===== src/rtl/lsu_bus_bridge_pkg.sv =====
// Shared encodings for the LSU bus bridge: data width, RISC-V load/store funct3,
// FSM state codes and the alignment rule used by the bridge.
package lsu_bus_bridge_pkg;

  localparam int XLEN = 32;

  localparam logic [2:0] F3_LB  = 3'b000;
  localparam logic [2:0] F3_LH  = 3'b001;
  localparam logic [2:0] F3_LW  = 3'b010;
  localparam logic [2:0] F3_LBU = 3'b100;
  localparam logic [2:0] F3_LHU = 3'b101;
  localparam logic [2:0] F3_SB  = 3'b000;
  localparam logic [2:0] F3_SH  = 3'b001;
  localparam logic [2:0] F3_SW  = 3'b010;

  localparam logic [1:0] ST_IDLE   = 2'd0;
  localparam logic [1:0] ST_REQ    = 2'd1;
  localparam logic [1:0] ST_WAIT_R = 2'd2;
  localparam logic [1:0] ST_DONE   = 2'd3;

  // Sizes 11 and the 11x encodings are illegal and reported as misaligned.
  function automatic logic is_aligned(input logic [2:0] f3, input logic [1:0] offset);
    if (f3[2:1] == 2'b11) return 1'b0;
    case (f3[1:0])
      2'b00:   return 1'b1;
      2'b01:   return ~offset[0];
      2'b10:   return offset == 2'b00;
      default: return 1'b0;
    endcase
  endfunction

endpackage


===== src/rtl/lsu_lane_align.sv =====
// Combinational byte-lane logic: store strobe/data replication and load lane
// select with sign/zero extension. Shared with future cache front-ends.
module lsu_lane_align
  import lsu_bus_bridge_pkg::*;
(
  input  logic [2:0]      funct3,
  input  logic [1:0]      offset,
  input  logic            we,
  input  logic [XLEN-1:0] store_data,
  input  logic [XLEN-1:0] rword,
  output logic [3:0]      wstrb,
  output logic [XLEN-1:0] wdata,
  output logic [XLEN-1:0] load_data
);

  logic [XLEN-1:0] rshift;

  assign rshift = rword >> {offset, 3'b000};

  always_comb begin
    // NOTE: every output gets a default before the case so no path infers a latch.
    wstrb     = 4'b0000;
    wdata     = store_data;
    load_data = '0;

    case (funct3[1:0])
      2'b00: begin
        wstrb = 4'b0001 << offset;
        wdata = {4{store_data[7:0]}};
      end
      2'b01: begin
        wstrb = 4'b0011 << offset;
        wdata = {2{store_data[15:0]}};
      end
      default: wstrb = 4'b1111;
    endcase
    if (!we) wstrb = 4'b0000;

    case (funct3)
      F3_LB:   load_data = {{24{rshift[7]}}, rshift[7:0]};
      F3_LH:   load_data = {{16{rshift[15]}}, rshift[15:0]};
      F3_LW:   load_data = rshift;
      F3_LBU:  load_data = {24'd0, rshift[7:0]};
      F3_LHU:  load_data = {16'd0, rshift[15:0]};
      default: load_data = '0;
    endcase
  end

endmodule


===== src/rtl/lsu_bus_bridge.sv =====
// Converts the mem-stage load/store request into a valid/ready bus transaction,
// stalling the pipeline while it is outstanding and flagging misalign/timeout.
module lsu_bus_bridge
  import lsu_bus_bridge_pkg::*;
#(
  parameter int XLEN           = 32,
  parameter int TIMEOUT_CYCLES = 255
) (
  input  logic            clk_i,
  input  logic            rst_i,
  input  logic [XLEN-1:0] mem_addr_i,
  input  logic [XLEN-1:0] mem_wdata_i,
  input  logic            mem_re_i,
  input  logic            mem_we_i,
  input  logic [2:0]      opfunc3_i,
  output logic [XLEN-1:0] rdata_o,
  output logic            stall_o,
  output logic            err_o,
  output logic            bus_valid_o,
  input  logic            bus_ready_i,
  output logic [XLEN-1:0] bus_addr_o,
  output logic            bus_we_o,
  output logic [3:0]      bus_wstrb_o,
  output logic [XLEN-1:0] bus_wdata_o,
  input  logic            bus_rvalid_i,
  input  logic [XLEN-1:0] bus_rdata_i
);

  localparam int CNT_W = (TIMEOUT_CYCLES > 1) ? $clog2(TIMEOUT_CYCLES) : 1;
  localparam logic [CNT_W-1:0] CNT_LAST = CNT_W'((TIMEOUT_CYCLES > 0) ? TIMEOUT_CYCLES - 1 : 0);

  logic [1:0]       state_q, state_d;
  logic [XLEN-1:0]  addr_q, wdata_q, rdata_q;
  logic             we_q, err_q;
  logic [2:0]       f3_q;
  logic [CNT_W-1:0] cnt_q;

  logic req, aligned, start, misalign, in_flight, completing, abort;
  logic [3:0]      lane_strb;
  logic [XLEN-1:0] lane_wdata, load_ext;

  assign req        = mem_re_i | mem_we_i;
  assign aligned    = is_aligned(opfunc3_i, mem_addr_i[1:0]);
  assign start      = (state_q == ST_IDLE) && req && aligned;
  assign misalign   = (state_q == ST_IDLE) && req && !aligned;
  assign in_flight  = (state_q == ST_REQ) || (state_q == ST_WAIT_R);
  assign completing = ((state_q == ST_REQ) && bus_ready_i) ||
                      ((state_q == ST_WAIT_R) && bus_rvalid_i);
  // A handshake landing on the last allowed cycle wins over the timeout.
  assign abort      = (TIMEOUT_CYCLES != 0) && in_flight && (cnt_q == CNT_LAST) && !completing;

  lsu_lane_align u_lane_align (
    .funct3     (f3_q),
    .offset     (addr_q[1:0]),
    .we         (we_q),
    .store_data (wdata_q),
    .rword      (bus_rdata_i),
    .wstrb      (lane_strb),
    .wdata      (lane_wdata),
    .load_data  (load_ext)
  );

  always_comb begin
    state_d = state_q;
    case (state_q)
      ST_IDLE:   if (start) state_d = ST_REQ;
      ST_REQ: begin
        if (bus_ready_i) state_d = we_q ? ST_DONE : ST_WAIT_R;
        else if (abort)  state_d = ST_DONE;
      end
      ST_WAIT_R: if (bus_rvalid_i || abort) state_d = ST_DONE;
      default:   state_d = ST_IDLE;
    endcase
  end

  always_ff @(posedge clk_i or negedge rst_i) begin
    if (!rst_i) begin
      state_q <= ST_IDLE;
      addr_q  <= '0;
      wdata_q <= '0;
      we_q    <= 1'b0;
      f3_q    <= 3'b000;
      cnt_q   <= '0;
      rdata_q <= '0;
      err_q   <= 1'b0;
    end else begin
      // NOTE: non-blocking throughout so every register sees pre-edge values.
      state_q <= state_d;
      err_q   <= 1'b0;
      if (start) begin
        addr_q  <= mem_addr_i;
        wdata_q <= mem_wdata_i;
        we_q    <= mem_we_i;
        f3_q    <= opfunc3_i;
      end
      cnt_q <= (in_flight && ((state_d == ST_REQ) || (state_d == ST_WAIT_R))) ? cnt_q + 1'b1 : '0;
      if ((state_q == ST_WAIT_R) && bus_rvalid_i) begin
        rdata_q <= load_ext;
      end else if (misalign || abort) begin
        // Errors return zero data alongside the err pulse.
        rdata_q <= '0;
        err_q   <= 1'b1;
      end
    end
  end

  assign bus_valid_o = (state_q == ST_REQ);
  assign bus_addr_o  = bus_valid_o ? {addr_q[XLEN-1:2], 2'b00} : '0;
  assign bus_we_o    = bus_valid_o & we_q;
  assign bus_wstrb_o = bus_valid_o ? lane_strb : 4'b0000;
  assign bus_wdata_o = (bus_valid_o && we_q) ? lane_wdata : '0;
  assign stall_o     = start | in_flight;
  assign err_o       = err_q;
  assign rdata_o     = rdata_q;

endmodule


===== config.mk =====
export PLATFORM = sky130hd
export DESIGN_NAME = lsu_bus_bridge
export DESIGN_NICKNAME = d
export VERILOG_FILES = /design/src/rtl/lsu_bus_bridge_pkg.sv /design/src/rtl/lsu_lane_align.sv /design/src/rtl/lsu_bus_bridge.sv
export SDC_FILE = /design/constraint.sdc
export NUM_CORES = 1
export LEC_CHECK = 0
export ABC_CLOCK_PERIOD_IN_PS = 2500
export CAP_MARGIN = 20
export CORE_ASPECT_RATIO = 0.5
export CORE_MARGIN = 1
export CORE_UTILIZATION = 45
export CTS_CLUSTER_DIAMETER = 150
export DETAILED_ROUTE_END_ITERATION = 8
export GPL_TIMING_DRIVEN = 0
export PLACE_DENSITY_LB_ADDON = 0.15
export SYNTH_ARGS = -nofsm -noshare
export SYNTH_HDL_FRONTEND = slang
export SYNTH_SLANG_ARGS = --single-unit

===== constraint.sdc =====
create_clock -name clk_i -period 2.5 [get_ports clk_i]
set_input_delay 0.25 -clock clk_i [delete_from_list [all_inputs] [get_ports clk_i]]
set_output_delay 0.25 -clock clk_i [all_outputs]
set_load 0.02 [all_outputs]

==> reports/results.tsv, run 1 <==
stage	metric	value	unit
synth	seq_area_frac_synth	48.5	%
sta	finalMaxSlewViolations	0	
die	die_area	13200	um^2
critical_path	crit_type	reg2out	
synth	async_reset_ff_share	100	%
synth	synthesis.area	5730	um^2
grt	grt_max_degree	72	
status	status	completed	
placement	dp.cells	922	
cts	h-tree-depth	3	
cts	clk_latency	0.34	ns
grt	grt_pass1_vias	4937	
cts	root_buffer	clkbuf_16	
die	ioPinCount	209	
critical_path	critical-path-max-stage-delay	0.45	ns
synth	synth_area_leaders	dfrtp_1, mux2_2, mux2i_1	
finish	layout-drive-gt1-share	18.2	%
routing	routed_via_density	5.30	
finish	final_cells	936	
critical_path	cpMaxStageDelayCell	dfrtp_2	
critical_path	path_max_fanout	10	
placement	port_buffers	206	
sta	skew	0.00656	ns
die	core-area	12100	um^2
synth	yosys_most_used_dff	dfrtp_1	
sta	relSlewSlack	30.0	%
cts	cts_buffers	9	
synth	synthCells	549	
routing	drt_iter0_markers	291	
critical_path	end_kind	output port	
finish	final_common_cell	clkdlybuf4s50_1	
synth	synth_edf_count	0	
synth	synth_top_cell_area_share	48.5	%
critical_path	critical-path-top-delay-family	buffers and inverters	
routing	wire_per_inst	17.6	um
worst_hold_path	min_path_type	in2async	
finish	nFillCells	989	
routing	wl	16500	um
sta	setup_viol	0	
routing	ant_nets	0	
power_and_ir_drop	max-vdd-ir-drop	0.582	mV
cts	cts_max_path_buffers	2	
synth	synth.largest_area_cell	dfrtp_1	
cts	cts_tree	yes	
critical_path	critPathLaunchType	register	
sta	rsz0062_at_grt	true	
die	die_w	162	um
power_and_ir_drop	powerDensity	1200	nW/um^2
finish	syn2layout_area_growth	45.3	%
sta	hold_violations	0	
flow_run	maxCapViolCount	0	
grt	antenna_found_initial	0	
critical_path	crit_chain	inv_1 -> ha_2 -> nand2_1 -> clkbuf_2 -> clkbuf_4 -> nor2_1 -> clkdlybuf4s15_2	
finish	antenna_cells	0	
finish	final_util	68.8	%
placement	finalWeightedCongestion	0.875	
critical_path	cp.required	2.25	ns
finish	nets	877	
finish	mostFrequentLayoutCells	clkdlybuf4s50_1, dfrtp_1, mux2_2, nand2_1, o21ai_0	
synth	ys_warn_count	0	
routing	drc	0	
cts	cts.sinks	111	
routing	dr.pass1.iters	5	
placement	dp_hpwl	12400	um
grt	grt_overflow	0	
sta	fin_crit	2.43	ns
sta	max_slew.worst_pin.slew	1.04	ns
die	initial_core_util	47.4	%
die	die_height	81.8	um
sta	fin_setup_tns	0	ns
critical_path	path_buf_inv	4	
power_and_ir_drop	leakage	3.89	nW
synth	ys_ff_latch	111	
grt	grt_pass1_wl	25600	um
synth	syn_avg_cell_area	10.4	um^2
critical_path	cp.arrival	2.18	ns
synth	yosysUniqueCellTypes	43	
die	rows	28	
grt	track_usage	25.3	%
cts	clk_pin_slew	0.07	ns
routing	vias	4964	
sta	max_freq	0.412	GHz
sta	layout_worst_path_cycle_share	97.1	%
==> power breakdown <==
group,switching (mW),internal [mW]
Clock,0.668,0.914
Combinational,2.81,2.41
Sequential,0.589,2.60
==> state kept, by name, indices dropped and copies added, names as in the netlist <==
register	cells
addr_q	32
err_o	1
rdata_o	32
we_q	1
wdata_q	32
f3_q	3
state_q	2
cnt_q	8
==> synthesized netlist by cell type, types with 2 or more instances <==
| library cell | count |
|---|---|
| a32o_1 | 7 |
| buf_2 | 6 |
| inv_1 | 6 |
| nand2_1 | 54 |
| dfrtp_1 | 111 |
| nand2b_1 | 2 |
| clkbuf_1 | 30 |
| a22o_1 | 8 |
| mux2i_1 | 34 |
| mux2_2 | 69 |
| and2_1 | 31 |
| nand4_1 | 4 |
| ha_1 | 6 |
| a21oi_1 | 37 |
| o21ai_0 | 43 |
| buf_1 | 2 |
| nand3_1 | 2 |
| and3_1 | 11 |
| xnor2_1 | 5 |
| nor3b_2 | 2 |
| nor2_1 | 42 |
| buf_4 | 2 |
| a211o_1 | 8 |
| nor2b_1 | 8 |
==> path summary, 6_finish.rpt <==
check,start,end,slack [ns],cells after the start
worst min register to register,rdata_o[25],rdata_o[25],0.49,2
max in group asynchronous,rst_i,state_q[1],1.25,3
worst max register to register,state_q[1],cnt_q[2],0.19,8
worst max-delay path,state_q[1],bus_wdata_o[16],0.07,7
min in group clk_i,rdata_o[25],rdata_o[25],0.49,2
worst min-delay path,rst_i,addr_q[22],0.49,2
==> repair_timing <==
item	4_1_cts	5_1_grt
pin swaps	0	0
endpoints found under the setup margin	90	63
hold buffers	1	0
gates resized for setup	77	57
buffers inserted	0	0
endpoints found under the hold margin	40	0
==> worst register-to-register path, stage by stage, from the launching register on <==
cell      delay (ns)
dfrtp_2         0.45
inv_1           0.10
ha_2            0.28
nand2_1         0.12
a211o_1         0.29
a222oi_1        0.33
o211a_1         0.26
xnor2_2         0.23
nor2_1          0.12
==> logic make-up (layout without fill, tap and decap cells) <==
family / count (synthesis) / in the layout / share of synthesized area, %
fa+ha+maj: 6 / 6 / 1.31
xor+xnor: 7 / 7 / 1.20
buf+inv: 46 / 267 / 3.28
mux: 103 / 103 / 19.5
other cells: 1 / 2 / 0.0655
compound gates: 113 / 113 / 12.3
flops: 111 / 111 / 48.5
simple gates: 162 / 162 / 13.8
==> through the flow <==
stage | cell area (um^2) | setup WS (ns) | power, mW | hold WS [ns]
CTS | 8340 | 0.00389 | 10.0 | 0.451
detailed placement | 8020 | -0.410 | 8.55 | 0.274
global route | 8320 | -0.0429 | 10.6 | 0.503
global placement | 8000 | -3.16 | 8.40 | 0.467
finish | 8320 | 0.0733 | 9.99 | 0.486
floorplan | 5730 | 0.299 | 6.41 | -0.0456
==> final cells by class <==
| type | instances | area [um^2] | area share (%) |
|---|---|---|---|
| timing repair buffer | 208 | 2000 | 24.1 |
| clock inverter | 6 | 91.3 | 1.10 |
| inverter | 6 | 22.5 | 0.271 |
| buffer | 37 | 191 | 2.30 |
| tap | 165 | 206 | 2.48 |
| multi-input combinational | 393 | 2790 | 33.5 |
| sequential | 111 | 2780 | 33.4 |
| clock buffer | 10 | 239 | 2.87 |
==> metal layers <==
layer  wire, um  vias up  GRT usage [%]
met5          0        -              0
met4        138        0           4.34
met3       1390       11           8.54
met2       7960      178           44.1
met1       6960     2417           31.3
li1           -     2358              -
No activity file was read; power rests on OpenSTA's default activity.
==> run 2, diff against run 1 <==
--- a/config.mk
+++ b/config.mk
@@ -14,6 +14,7 @@
 export DETAILED_ROUTE_END_ITERATION = 8
 export GPL_TIMING_DRIVEN = 0
 export PLACE_DENSITY_LB_ADDON = 0.15
+export SETUP_SLACK_MARGIN = 0.5
 export SYNTH_ARGS = -nofsm -noshare
 export SYNTH_HDL_FRONTEND = slang
 export SYNTH_SLANG_ARGS = --single-unit
==> run 2 against run 1 <==
  * Count of clock-buffer cells in the layout did not move
  * Routed wire length rose by 12%
  * Via count rose by 7.1%
  * Sequential cell count did not move
  * Register-to-register slack improved by 0.05 ns
  * Total power rose by 18%
  * Clock power fell by 5%
==> reports/results.tsv, run 2 (same netlist as run 1, synthesis figures left out) <==
stage	metric	value	unit
sta	hold_violations	0	
grt	antenna_found_initial	0	
power_and_ir_drop	switching_share	41.1	%
finish	nFillCells	815	
power_and_ir_drop	max-vdd-ir-drop	0.601	mV
placement	port_buffers	206	
grt	grt_max_degree	88	
sta	layout_worst_path_cycle_share	90.3	%
sta	max_freq	0.443	GHz
critical_path	critPathLaunchType	register	
routing	dr.pass1.iters	7	
critical_path	crit_type	reg2reg	
die	die_w	162	um
cts	cts.sinks	111	
die	die_area	13200	um^2
die	core-area	12100	um^2
finish	antenna_cells	0	
routing	vias	5314	
critical_path	cpMaxStageDelayCell	dfrtp_2	
routing	wl	18500	um
die	rows	28	
critical_path	end_kind	register	
power_and_ir_drop	p_comb_share	59.7	%
placement	finalWeightedCongestion	0.890	
power_and_ir_drop	power_frac_clock	12.7	%
grt	grt_pass1_wl	26600	um
power_and_ir_drop	powerDensity	1270	nW/um^2
critical_path	crit_chain	inv_4 -> ha_4 -> buf_6 -> a211o_1 -> a222oi_1 -> o211a_1 -> xnor2_4 -> nor3b_2	
cts	root_buffer	clkbuf_16	
cts	cts_buffers	9	
routing	drc	0	
finish	mostFrequentLayoutCells	clkdlybuf4s50_1, dfrtp_1, mux2_2, buf_4, nand2_1	
cts	clk_latency	0.35	ns
sta	setup_ws	0.243	ns
sta	rsz0062_at_grt	true	
finish	final_common_cell	clkdlybuf4s50_1	
critical_path	cp.arrival	2.48	ns
critical_path	cp.required	2.72	ns
power_and_ir_drop	intPower	6.93	mW
critical_path	r2r_cells	8	
die	initial_core_util	47.4	%
routing	ant_nets	0	
sta	max_slew.worst_pin.slew	0.676	ns
power_and_ir_drop	leakage	4.15	nW
grt	track_usage	26.3	%
sta	skew	0.00955	ns
sta	fin_crit	2.26	ns
worst_hold_path	min_path_type	in2async	
die	die_height	81.8	um
placement	dp_slack	-0.452	ns
die	ioPinCount	209	
finish	syn2layout_area_growth	61.6	%
power_and_ir_drop	seq_power_share	27.5	%
placement	dp_hpwl	12500	um
cts	clk_pin_slew	0.07	ns
finish	nets	919	
finish	final_util	76.5	%
power_and_ir_drop	switching_power	4.84	mW
cts	cts_max_path_buffers	2	
status	status	completed	
sta	finalMaxSlewViolations	0	
critical_path	critical-path-max-stage-delay	0.43	ns
routing	wire_per_inst	18.9	um
sta	relSlewSlack	54.5	%
grt	grt_pass1_vias	5118	
cts	h-tree-depth	3	
critical_path	path_max_fanout	8	
routing	drt_iter0_markers	363	
routing	routed_via_density	5.43	
grt	grt_overflow	0	
finish	layout-drive-gt1-share	37.0	%
cts	cts_tree	yes	
sta	setup_viol	0	
flow_run	maxCapViolCount	0	
run 2: cell count changes in the layout (fill, tap and decap cells not counted), sizes merged:
cell           delta
buf             +109
dlygate4sd2      -27
clkbuf           -17
clkdlybuf4s50    -11
dlymetal6s2s      -8
clkdlybuf4s15     -4
clkinv            -2
inv               +2
bufinv            -1
clkinvlp          +1
run 2: critical path: cells and delay by family (launching register included):
kind	cells	cell delay, ns
DFF	1	0.43
adders and majority gates	1	0.18
AOI/OAI and AO/OA	3	1.05
buffers and inverters	2	0.18
and+or+nand+nor	1	0.08
xor gates and xnor gates	1	0.21
run 2: through the flow:
step / instance area (um^2) / power, mW / hold slack, ns / cells / TNS [ns]
floorplan: 5770 / 6.50 / -0.0456 / 550 / 0
global route: 9250 / 12.4 / 0.351 / 978 / 0
detailed placement: 8060 / 8.63 / 0.126 / 922 / -2.31
CTS: 8600 / 10.6 / 0.325 / 951 / 0
finish: 9250 / 11.8 / 0.337 / 978 / 0
global placement: 8040 / 8.50 / 0.465 / 921 / -360.55
run 2: final cells by class:
| type | count | area, um^2 | share of cell area (%) |
|---|---|---|---|
| buffer | 40 | 430 | 4.65 |
| clock buffer | 10 | 229 | 2.48 |
| clock inverter | 6 | 75.1 | 0.812 |
| inverter | 6 | 27.5 | 0.298 |
| multi-input combinational | 393 | 3150 | 34.0 |
| sequential | 111 | 2780 | 30.1 |
| tap | 165 | 206 | 2.23 |
| timing repair buffer | 247 | 2350 | 25.4 |
run 2: power by group through the flow:
stage	logic [mW]	clock network (mW)	registers (mW)
after global routing	7.46	1.59	3.33
after CTS	5.86	1.52	3.18
after global placement	5.34	0	3.16
final	7.03	1.50	3.24
after floorplan	3.25	0	3.25
after detailed placement	5.44	0	3.20
run 2: layer usage:
layer	global-route usage, %	share of wire, %	vias up
li1	-	-	2444
met4	7.64	2.2	0
met3	8.13	8.5	40
met5	0	0	-
met2	45.6	49	231
met1	32.1	40	2599
run 2: worst paths after layout:
path | slack, ns | startpoint | end
min | 0.34 | rst_i | rdata_o[30]
min reg2reg | 0.48 | rdata_o[26] | rdata_o[26]
max | 0.24 | state_q[1] | cnt_q[0]
max in group asynchronous | 1.46 | rst_i | f3_q[1]
min in group clk_i | 0.48 | rdata_o[26] | rdata_o[26]
max reg2reg | 0.24 | state_q[1] | cnt_q[0]
run 2: what timing repair did:
action,CTS,global route
endpoints found under the hold margin,24,0
resized for setup,340,205
setup endpoints to repair,176,157
cloned,1,6
hold buffers,1,0
pin swaps,14,23
buffers inserted,11,21
